## config.mk

```make
export PLATFORM = sky130hd
export DESIGN_NAME = imem_encoder_flat
export DESIGN_NICKNAME = d
export VERILOG_FILES = /design/src/rtl/sc_isa_pkg.sv /design/src/rtl/imem_encoder_if.sv /design/src/rtl/inst_encode.sv /design/src/rtl/imem_encoder.sv /design/src/flat_wrapper.sv
export SDC_FILE = /design/constraint.sdc
export NUM_CORES = 1
export LEC_CHECK = 0
export ABC_CLOCK_PERIOD_IN_PS = 4300
export CAP_MARGIN = 20
export CORE_UTILIZATION = 36
export DETAILED_ROUTE_END_ITERATION = 10
export PLACE_DENSITY = 0.67
export SLEW_MARGIN = 10
export SYNTH_ARGS = -nofsm -noshare
export SYNTH_HDL_FRONTEND = slang
export SYNTH_SLANG_ARGS = --single-unit
```

## constraint.sdc

```tcl
create_clock -name clock -period 4.3 [get_ports clock]
set_clock_uncertainty 0.15 [all_clocks]
set_input_delay 0.43 -clock clock [delete_from_list [all_inputs] [get_ports clock]]
set_output_delay 0.43 -clock clock [all_outputs]
set_load 0.005 [all_outputs]
```

## src/rtl/sc_isa_pkg.sv

```systemverilog
// Shared ISA definitions for the single-cycle CPU: mnemonic codes, opcode and
// func constants, loader FSM states and field-packing helpers.
package sc_isa_pkg;

    // Mnemonic codes presented to the loader; 21..31 are illegal
    localparam logic [4:0] MN_ADD  = 5'd0;
    localparam logic [4:0] MN_SUB  = 5'd1;
    localparam logic [4:0] MN_AND  = 5'd2;
    localparam logic [4:0] MN_OR   = 5'd3;
    localparam logic [4:0] MN_XOR  = 5'd4;
    localparam logic [4:0] MN_SLL  = 5'd5;
    localparam logic [4:0] MN_SRL  = 5'd6;
    localparam logic [4:0] MN_SRA  = 5'd7;
    localparam logic [4:0] MN_JR   = 5'd8;
    localparam logic [4:0] MN_LT   = 5'd9;
    localparam logic [4:0] MN_ADDI = 5'd10;
    localparam logic [4:0] MN_ANDI = 5'd11;
    localparam logic [4:0] MN_ORI  = 5'd12;
    localparam logic [4:0] MN_XORI = 5'd13;
    localparam logic [4:0] MN_LW   = 5'd14;
    localparam logic [4:0] MN_SW   = 5'd15;
    localparam logic [4:0] MN_BEQ  = 5'd16;
    localparam logic [4:0] MN_BNE  = 5'd17;
    localparam logic [4:0] MN_LUI  = 5'd18;
    localparam logic [4:0] MN_J    = 5'd19;
    localparam logic [4:0] MN_JAL  = 5'd20;

    // Primary opcodes
    localparam logic [5:0] OP_RTYPE = 6'b000000;
    localparam logic [5:0] OP_ADDI  = 6'b001000;
    localparam logic [5:0] OP_ANDI  = 6'b001100;
    localparam logic [5:0] OP_ORI   = 6'b001101;
    localparam logic [5:0] OP_XORI  = 6'b001110;
    localparam logic [5:0] OP_LW    = 6'b100011;
    localparam logic [5:0] OP_SW    = 6'b101011;
    localparam logic [5:0] OP_BEQ   = 6'b000100;
    localparam logic [5:0] OP_BNE   = 6'b000101;
    localparam logic [5:0] OP_LUI   = 6'b001111;
    localparam logic [5:0] OP_J     = 6'b000010;
    localparam logic [5:0] OP_JAL   = 6'b000011;

    // R-type func codes
    localparam logic [5:0] FN_ADD = 6'b100000;
    localparam logic [5:0] FN_SUB = 6'b100010;
    localparam logic [5:0] FN_AND = 6'b100100;
    localparam logic [5:0] FN_OR  = 6'b100101;
    localparam logic [5:0] FN_XOR = 6'b100110;
    localparam logic [5:0] FN_SLL = 6'b000000;
    localparam logic [5:0] FN_SRL = 6'b000010;
    localparam logic [5:0] FN_SRA = 6'b000011;
    localparam logic [5:0] FN_JR  = 6'b001000;
    localparam logic [5:0] FN_LT  = 6'b000001;

    typedef enum logic [1:0] {
        LOAD = 2'd0,
        DONE = 2'd1,
        ERR  = 2'd2
    } state_t;

    function automatic logic [31:0] enc_r(input logic [4:0] rs, input logic [4:0] rt,
                                          input logic [4:0] rd, input logic [4:0] shamt,
                                          input logic [5:0] func);
        return {OP_RTYPE, rs, rt, rd, shamt, func};
    endfunction

    function automatic logic [31:0] enc_i(input logic [5:0] op, input logic [4:0] rs,
                                          input logic [4:0] rt, input logic [15:0] imm);
        return {op, rs, rt, imm};
    endfunction

endpackage

```

## src/rtl/imem_encoder_if.sv

```systemverilog
// Symbolic-instruction stream into the program loader (valid/ready).
interface imem_encoder_if;
    logic        in_valid;
    logic        in_ready;
    logic [4:0]  in_mnem;
    logic [4:0]  in_rs;
    logic [4:0]  in_rt;
    logic [4:0]  in_rd;
    logic [4:0]  in_shamt;
    logic [25:0] in_imm;
    logic        in_last;

    modport master (
        output in_valid, in_mnem, in_rs, in_rt, in_rd, in_shamt, in_imm, in_last,
        input  in_ready
    );

    modport slave (
        input  in_valid, in_mnem, in_rs, in_rt, in_rd, in_shamt, in_imm, in_last,
        output in_ready
    );
endinterface

```

## src/rtl/inst_encode.sv

```systemverilog
// Combinational encoder: symbolic tuple -> 32-bit MIPS word plus illegal flag.
// Illegal mnemonics yield an all-zero word (NOP).
module inst_encode
    import sc_isa_pkg::*;
(
    input  logic [4:0]  mnem,
    input  logic [4:0]  rs,
    input  logic [4:0]  rt,
    input  logic [4:0]  rd,
    input  logic [4:0]  shamt,
    input  logic [25:0] imm,
    output logic [31:0] word,
    output logic        illegal
);

    // Field selection and forced-zero fields per mnemonic
    always_comb begin
        word    = '0;
        illegal = 1'b0;
        case (mnem)
            MN_ADD:  word = enc_r(rs, rt, rd, 5'd0, FN_ADD);
            MN_SUB:  word = enc_r(rs, rt, rd, 5'd0, FN_SUB);
            MN_AND:  word = enc_r(rs, rt, rd, 5'd0, FN_AND);
            MN_OR:   word = enc_r(rs, rt, rd, 5'd0, FN_OR);
            MN_XOR:  word = enc_r(rs, rt, rd, 5'd0, FN_XOR);
            MN_LT:   word = enc_r(rs, rt, rd, 5'd0, FN_LT);
            MN_SLL:  word = enc_r(5'd0, rt, rd, shamt, FN_SLL);
            MN_SRL:  word = enc_r(5'd0, rt, rd, shamt, FN_SRL);
            MN_SRA:  word = enc_r(5'd0, rt, rd, shamt, FN_SRA);
            MN_JR:   word = enc_r(rs, 5'd0, 5'd0, 5'd0, FN_JR);
            MN_ADDI: word = enc_i(OP_ADDI, rs, rt, imm[15:0]);
            MN_ANDI: word = enc_i(OP_ANDI, rs, rt, imm[15:0]);
            MN_ORI:  word = enc_i(OP_ORI, rs, rt, imm[15:0]);
            MN_XORI: word = enc_i(OP_XORI, rs, rt, imm[15:0]);
            MN_LW:   word = enc_i(OP_LW, rs, rt, imm[15:0]);
            MN_SW:   word = enc_i(OP_SW, rs, rt, imm[15:0]);
            MN_BEQ:  word = enc_i(OP_BEQ, rs, rt, imm[15:0]);
            MN_BNE:  word = enc_i(OP_BNE, rs, rt, imm[15:0]);
            MN_LUI:  word = enc_i(OP_LUI, 5'd0, rt, imm[15:0]);
            MN_J:    word = {OP_J, imm};
            MN_JAL:  word = {OP_JAL, imm};
            default: illegal = 1'b1;
        endcase
    end

endmodule

```

## src/rtl/imem_encoder.sv

```systemverilog
// Program loader: encodes a stream of symbolic instructions and writes them to
// instruction memory from word 0 upward, holding the CPU in reset until done.
// Build option IMEM_ENC_CHECK_EN: reject illegal mnemonics (no write, go to ERR);
// otherwise they are written as NOP.
module imem_encoder
    import sc_isa_pkg::*;
#(
    parameter int ADDR_W = 6
) (
    input  logic              clock,
    input  logic              reset,
    imem_encoder_if.slave     stream,
    input  logic              restart,
    output logic              imem_we,
    output logic [ADDR_W-1:0] imem_addr,
    output logic [31:0]       imem_wdata,
    output logic              cpu_hold,
    output logic              done,
    output logic              err,
    output logic [ADDR_W:0]   count
);

    localparam int DEPTH = 2 ** ADDR_W;

    state_t            state_q, state_d;
    logic [ADDR_W-1:0] addr_q;
    logic              stop_q;   // last/overflow word taken, its write still in flight
    logic              ovf_q;    // that in-flight word overflowed the memory
    logic [31:0]       enc_word;
    logic              enc_illegal;
    logic              accept, wr_go, ill_err, at_end, restart_ok;

    inst_encode u_enc (
        .mnem    (stream.in_mnem),
        .rs      (stream.in_rs),
        .rt      (stream.in_rt),
        .rd      (stream.in_rd),
        .shamt   (stream.in_shamt),
        .imm     (stream.in_imm),
        .word    (enc_word),
        .illegal (enc_illegal)
    );

    // Acceptance stops as soon as the final word is taken, one cycle before
    // the state leaves LOAD, so in_ready also looks at the in-flight flag.
    assign stream.in_ready = (state_q == LOAD) && !stop_q;
    assign accept          = stream.in_valid && stream.in_ready;
    assign at_end          = (addr_q == ADDR_W'(DEPTH - 1));
    assign restart_ok      = restart && (state_q != LOAD);

`ifdef IMEM_ENC_CHECK_EN
    assign wr_go   = accept && !enc_illegal;
    assign ill_err = accept && enc_illegal;
`else
    assign wr_go   = accept;
    assign ill_err = 1'b0;
`endif

    assign done     = (state_q == DONE);
    assign err      = (state_q == ERR);
    assign cpu_hold = (state_q != DONE);

    // State register
    always_ff @(posedge clock or posedge reset) begin
        if (reset) state_q <= LOAD;
        else       state_q <= state_d;
    end

    // Next-state logic
    always_comb begin
        state_d = state_q;
        case (state_q)
            LOAD: begin
                if (ill_err)     state_d = ERR;
                else if (stop_q) state_d = ovf_q ? ERR : DONE;
            end
            DONE, ERR: begin
                if (restart) state_d = LOAD;
            end
            default: state_d = LOAD;
        endcase
    end

    // Write register, address/count counters and in-flight flags
    always_ff @(posedge clock or posedge reset) begin
        if (reset) begin
            imem_we    <= 1'b0;
            imem_addr  <= '0;
            imem_wdata <= '0;
            addr_q     <= '0;
            count      <= '0;
            stop_q     <= 1'b0;
            ovf_q      <= 1'b0;
        end else begin
            imem_we <= wr_go;
            if (wr_go) begin
                imem_addr  <= addr_q;
                imem_wdata <= enc_illegal ? '0 : enc_word;
                if (!at_end) addr_q <= addr_q + ADDR_W'(1);
                if (stream.in_last) begin
                    stop_q <= 1'b1;
                end else if (at_end) begin
                    stop_q <= 1'b1;
                    ovf_q  <= 1'b1;
                end
            end
            if (imem_we) count <= count + (ADDR_W + 1)'(1);
            if (restart_ok) begin
                addr_q    <= '0;
                count     <= '0;
                imem_addr <= '0;
                stop_q    <= 1'b0;
                ovf_q     <= 1'b0;
            end
        end
    end

endmodule

```

## src/flat_wrapper.sv

```systemverilog
// flat-port wrapper written by rule: the top's interface ports become plain ports
module imem_encoder_flat import sc_isa_pkg::*;
#(
    parameter int ADDR_W = 6
)
  (clock, reset, restart, imem_we, imem_addr, imem_wdata, cpu_hold, done, err, count, stream_in_valid, stream_in_mnem, stream_in_rs, stream_in_rt, stream_in_rd, stream_in_shamt, stream_in_imm, stream_in_last, stream_in_ready);
  imem_encoder_if stream_i ();
  input  logic clock;
  input  logic reset;
  input  logic restart;
  output logic imem_we;
  output logic [ADDR_W-1:0] imem_addr;
  output logic [31:0] imem_wdata;
  output logic cpu_hold;
  output logic done;
  output logic err;
  output logic [ADDR_W:0] count;
  input wire logic [$bits(stream_i.in_valid)-1:0] stream_in_valid;
  input wire logic [$bits(stream_i.in_mnem)-1:0] stream_in_mnem;
  input wire logic [$bits(stream_i.in_rs)-1:0] stream_in_rs;
  input wire logic [$bits(stream_i.in_rt)-1:0] stream_in_rt;
  input wire logic [$bits(stream_i.in_rd)-1:0] stream_in_rd;
  input wire logic [$bits(stream_i.in_shamt)-1:0] stream_in_shamt;
  input wire logic [$bits(stream_i.in_imm)-1:0] stream_in_imm;
  input wire logic [$bits(stream_i.in_last)-1:0] stream_in_last;
  output wire logic [$bits(stream_i.in_ready)-1:0] stream_in_ready;
  assign stream_i.in_valid = stream_in_valid;
  assign stream_i.in_mnem = stream_in_mnem;
  assign stream_i.in_rs = stream_in_rs;
  assign stream_i.in_rt = stream_in_rt;
  assign stream_i.in_rd = stream_in_rd;
  assign stream_i.in_shamt = stream_in_shamt;
  assign stream_i.in_imm = stream_in_imm;
  assign stream_i.in_last = stream_in_last;
  assign stream_in_ready = stream_i.in_ready;
  imem_encoder #(.ADDR_W(ADDR_W)) u_core (.clock(clock), .reset(reset), .stream(stream_i), .restart(restart), .imem_we(imem_we), .imem_addr(imem_addr), .imem_wdata(imem_wdata), .cpu_hold(cpu_hold), .done(done), .err(err), .count(count));
endmodule
```

==> results by group <==
Setup path
  • Critical Path RT: between 4 and 5 ns
  • Worst setup SP type: input port
  • Worst-path fanout max: 18
  • R2R depth: 7
  • Start of the worst register-to-register path: u_core.state_q[0]
  • Slowest cell delay on critical path: ~0.85 ns
  • Critical path startpoint: stream_in_mnem[3]
  • Crit-path leading delay family: simple AND/OR/NAND/NOR gates
  • Worst path slowest cell: clkdlybuf4s50_1
  • Worst setup path class: in -> reg
  • Arr. time, crit path: between 2 and 3 ns
  • Crit end category: flip-flop
  • Reg-to-Reg End: u_core.addr_q[5]
  • Critical-path cell list: clkdlybuf4s50_1 -> nand2b_1 -> a2bb2oi_2 -> nor2_1 -> a221o_1
  • Critical path depth: 5
  • Flop2flop setup slack: 1.73 ns
  • End of the critical path: u_core.imem_wdata[11]
  • CP Buf/Inv Count: 1

Place
  • Dpl hpwl: around 5200 µm
  • Port bufs: between 100 and 150
  • Gpl congestion: between 0.8 and 0.9
  • Placed insts: around 490
  • Minimum setup slack after placement: ~1.4 ns
  • Placed inst area: ~4000 µm²

Clock tree
  • H-tree levels: 2
  • Postcts setup bufs: 0
  • Clk pin slew, worst setup/hold paths: 0.10 ns
  • Max clock buf depth: 2
  • CTS Sinks: 55
  • Worst-skew pair later-pin latency: a little over 0.3 ns
  • CTS root buffer: clkbuf_8
  • CTS tree: yes
  • Total CTS buffers: 5
  • Post-CTS Resized: 0
  • Cts hold-fix bufs: 0

Global routing
  • Antenna violations before repair: 0
  • Via count of the first global-routing pass: approximately 2.4k
  • GR Util All Layers: approximately 17%
  • First-pass GRT wire length: roughly 12,000 µm
  • Gr ovfl total: 0
  • Largest net degree at the start of global routing: 52

STA
  • Worst slew margin: between 40% and 50%
  • RSZ-0062 raised after global routing: no
  • Slew Limit Fails: 0
  • Hold Fails Final Rpt: 0
  • Final WS setup: ~1.7 ns
  • Fin crit share: 60.1%
  • Crit path time final: 2.58 ns
  • Setup TNS: 0 ns
  • Fmax: just under 0.4 GHz
  • Setup violations, final: 0
  • Worst-margin pin slew: just under 0.9 ns

Synth
  • Syn Std Cell Area: about 2900 µm²
  • Number of synthesized flops with an enable pin: 0
  • Async SR Flop Fraction: 100%
  • Ys Warns: 0
  • Yosys reg bits: 55
  • Sequential share of the synthesized area: a little under half
  • Yosys cell types: a little under 60
  • Top cell type by total area after synthesis: dfrtp_1
  • Synth area leaders: dfrtp_1 48%, nand2_1 5.4%, a22oi_1 3.4%, o21ai_1 3.0%, nor2_1 2.6%
  • Synth Instances: approximately 300
  • Syn avg cell area: approximately 9.6 µm²
  • Synth Net Count: 360
  • Yosys top cell area share: approximately 48%
  • Post-synth top flop: dfrtp_1

Final layout
  • Layout cell share with drive strength beyond 1: 6.36%
  • Non-Filler Instances: roughly 500
  • Fin area: 4040 µm²
  • Area Growth Syn to Fin: 40.5%
  • Inserted Diodes: 0
  • Commonest cells after routing, fill and taps aside: 104 x clkdlybuf4s50_1, 55 x dfrtp_1, 41 x nand2_1, 20 x nor2_1, 17 x o21ai_1
  • Most common cell after layout, fill and taps aside: clkdlybuf4s50_1
  • Post-layout util: a little over half
  • Total Nets Final: about 450

Routing
  • Routed len/inst: 14.2 µm
  • DR iter-0 viols: 80
  • DRT Pass-1 Iters: 6
  • Antenna-violating nets left: 0
  • DRT Wirelength: ~7000 µm
  • Via count: 2,564
  • Residual DRC: 0
  • Vias per Instance: between 5 and 6

Power
  • Power density over cell area: 502 nW/µm²
  • Worst vdd ir: 0.209 mV
  • Static Leakage: 1.72 nW

Floorplanning
  • Die width: ~90 µm
  • Rows: 32
  • Area of the die: around 8300 µm²
  • DIE HEIGHT: 91.4 µm
  • IO Pins: between 100 and 150
  • Initial Util: between 30 and 40%
  • Core Area: just under 8000 µm²

Min path
  • Hold/Removal Path Class: reg -> reg
  • HP Start: u_core.ovf_q

Outcome
  • Outcome: finished clean

Job
  • Max-cap viol count: 0
## power by group
group          internal (mW)  switching, mW
Combinational          0.530          0.372
Sequential             0.707          0.136
Clock                  0.114          0.170
Total                   1.35          0.678
## flip-flops by register name, indices dropped and copies added (netlist names)
name and cells:
u_core.addr_q 6, u_core.state_q 2, u_core.imem_addr 6, u_core.stop_q 1, u_core.ovf_q 1, u_core.imem_we 1
u_core.count 7, u_core.imem_wdata 31
## cell families after synthesis
family,Yosys count,synth area share (%)
simple gates,103,17.8
compound gates,96,24.2
flops,55,47.9
buf+inv,30,4.96
xor+xnor,6,1.83
fa+ha+maj,5,2.18
mux,3,1.09
other cells,1,0.130
## cells in the mapped netlist (2+ instances only)
cell,count
xor2_1,4
inv_1,10
or3_1,2
xnor2_1,2
a22o_1,7
nand3b_1,2
clkbuf_1,4
buf_2,12
ha_1,5
o21ai_0,9
nor2b_1,4
and2_1,4
buf_4,2
o211ai_1,2
nand4_1,2
o31ai_1,4
nand2_1,41
a21oi_1,9
o21ai_1,17
a22oi_1,13
a221o_1,5
nor2_1,20
nand2b_1,5
o2bb2ai_1,2
o21ai_2,6
mux2i_1,2
a21o_1,5
dfrtp_1,55
nand3_1,13
o22ai_1,3
## layer usage
metal	track usage [%]	up-vias	wire length, µm
li1	-	1254	-
met1	23.2	1241	3250
met2	28.9	63	3420
met3	2.85	6	276
met4	4.37	0	69
met5	0	-	0
## worst min-delay path by stage
| stage | depth (start not counted) | to | slack (ns) |
|---|---|---|---|
| 2_1_floorplan | 1 | u_core.state_q[0] | 0.27 |
| 4_1_cts | 1 | u_core.state_q[0] | 0.31 |
| 6_report | 1 | u_core.state_q[0] | 0.30 |
| 3_3_place_gp | 1 | u_core.state_q[0] | 0.28 |
| 3_5_place_dp | 1 | u_core.state_q[0] | 0.30 |
| 5_1_grt | 1 | u_core.state_q[0] | 0.33 |
## area by class of cell
cell class | count | area, µm²
clock buffer | 5 | 68.8
tap | 102 | 128
multi-input combinational | 214 | 1360
inverter | 11 | 41.3
clock inverter | 3 | 20.0
fill | 734 | 3690
timing repair buffer | 105 | 1050
sequential | 55 | 1380
## per-stage QoR
step,power (mW),hold slack [ns]
6_report,2.03,0.304
5_1_grt,2.17,0.327
4_1_cts,2.05,0.311
3_5_place_dp,1.77,0.296
3_3_place_gp,1.74,0.282
2_1_floorplan,1.25,0.274
Power figures use the tool's default switching activity.
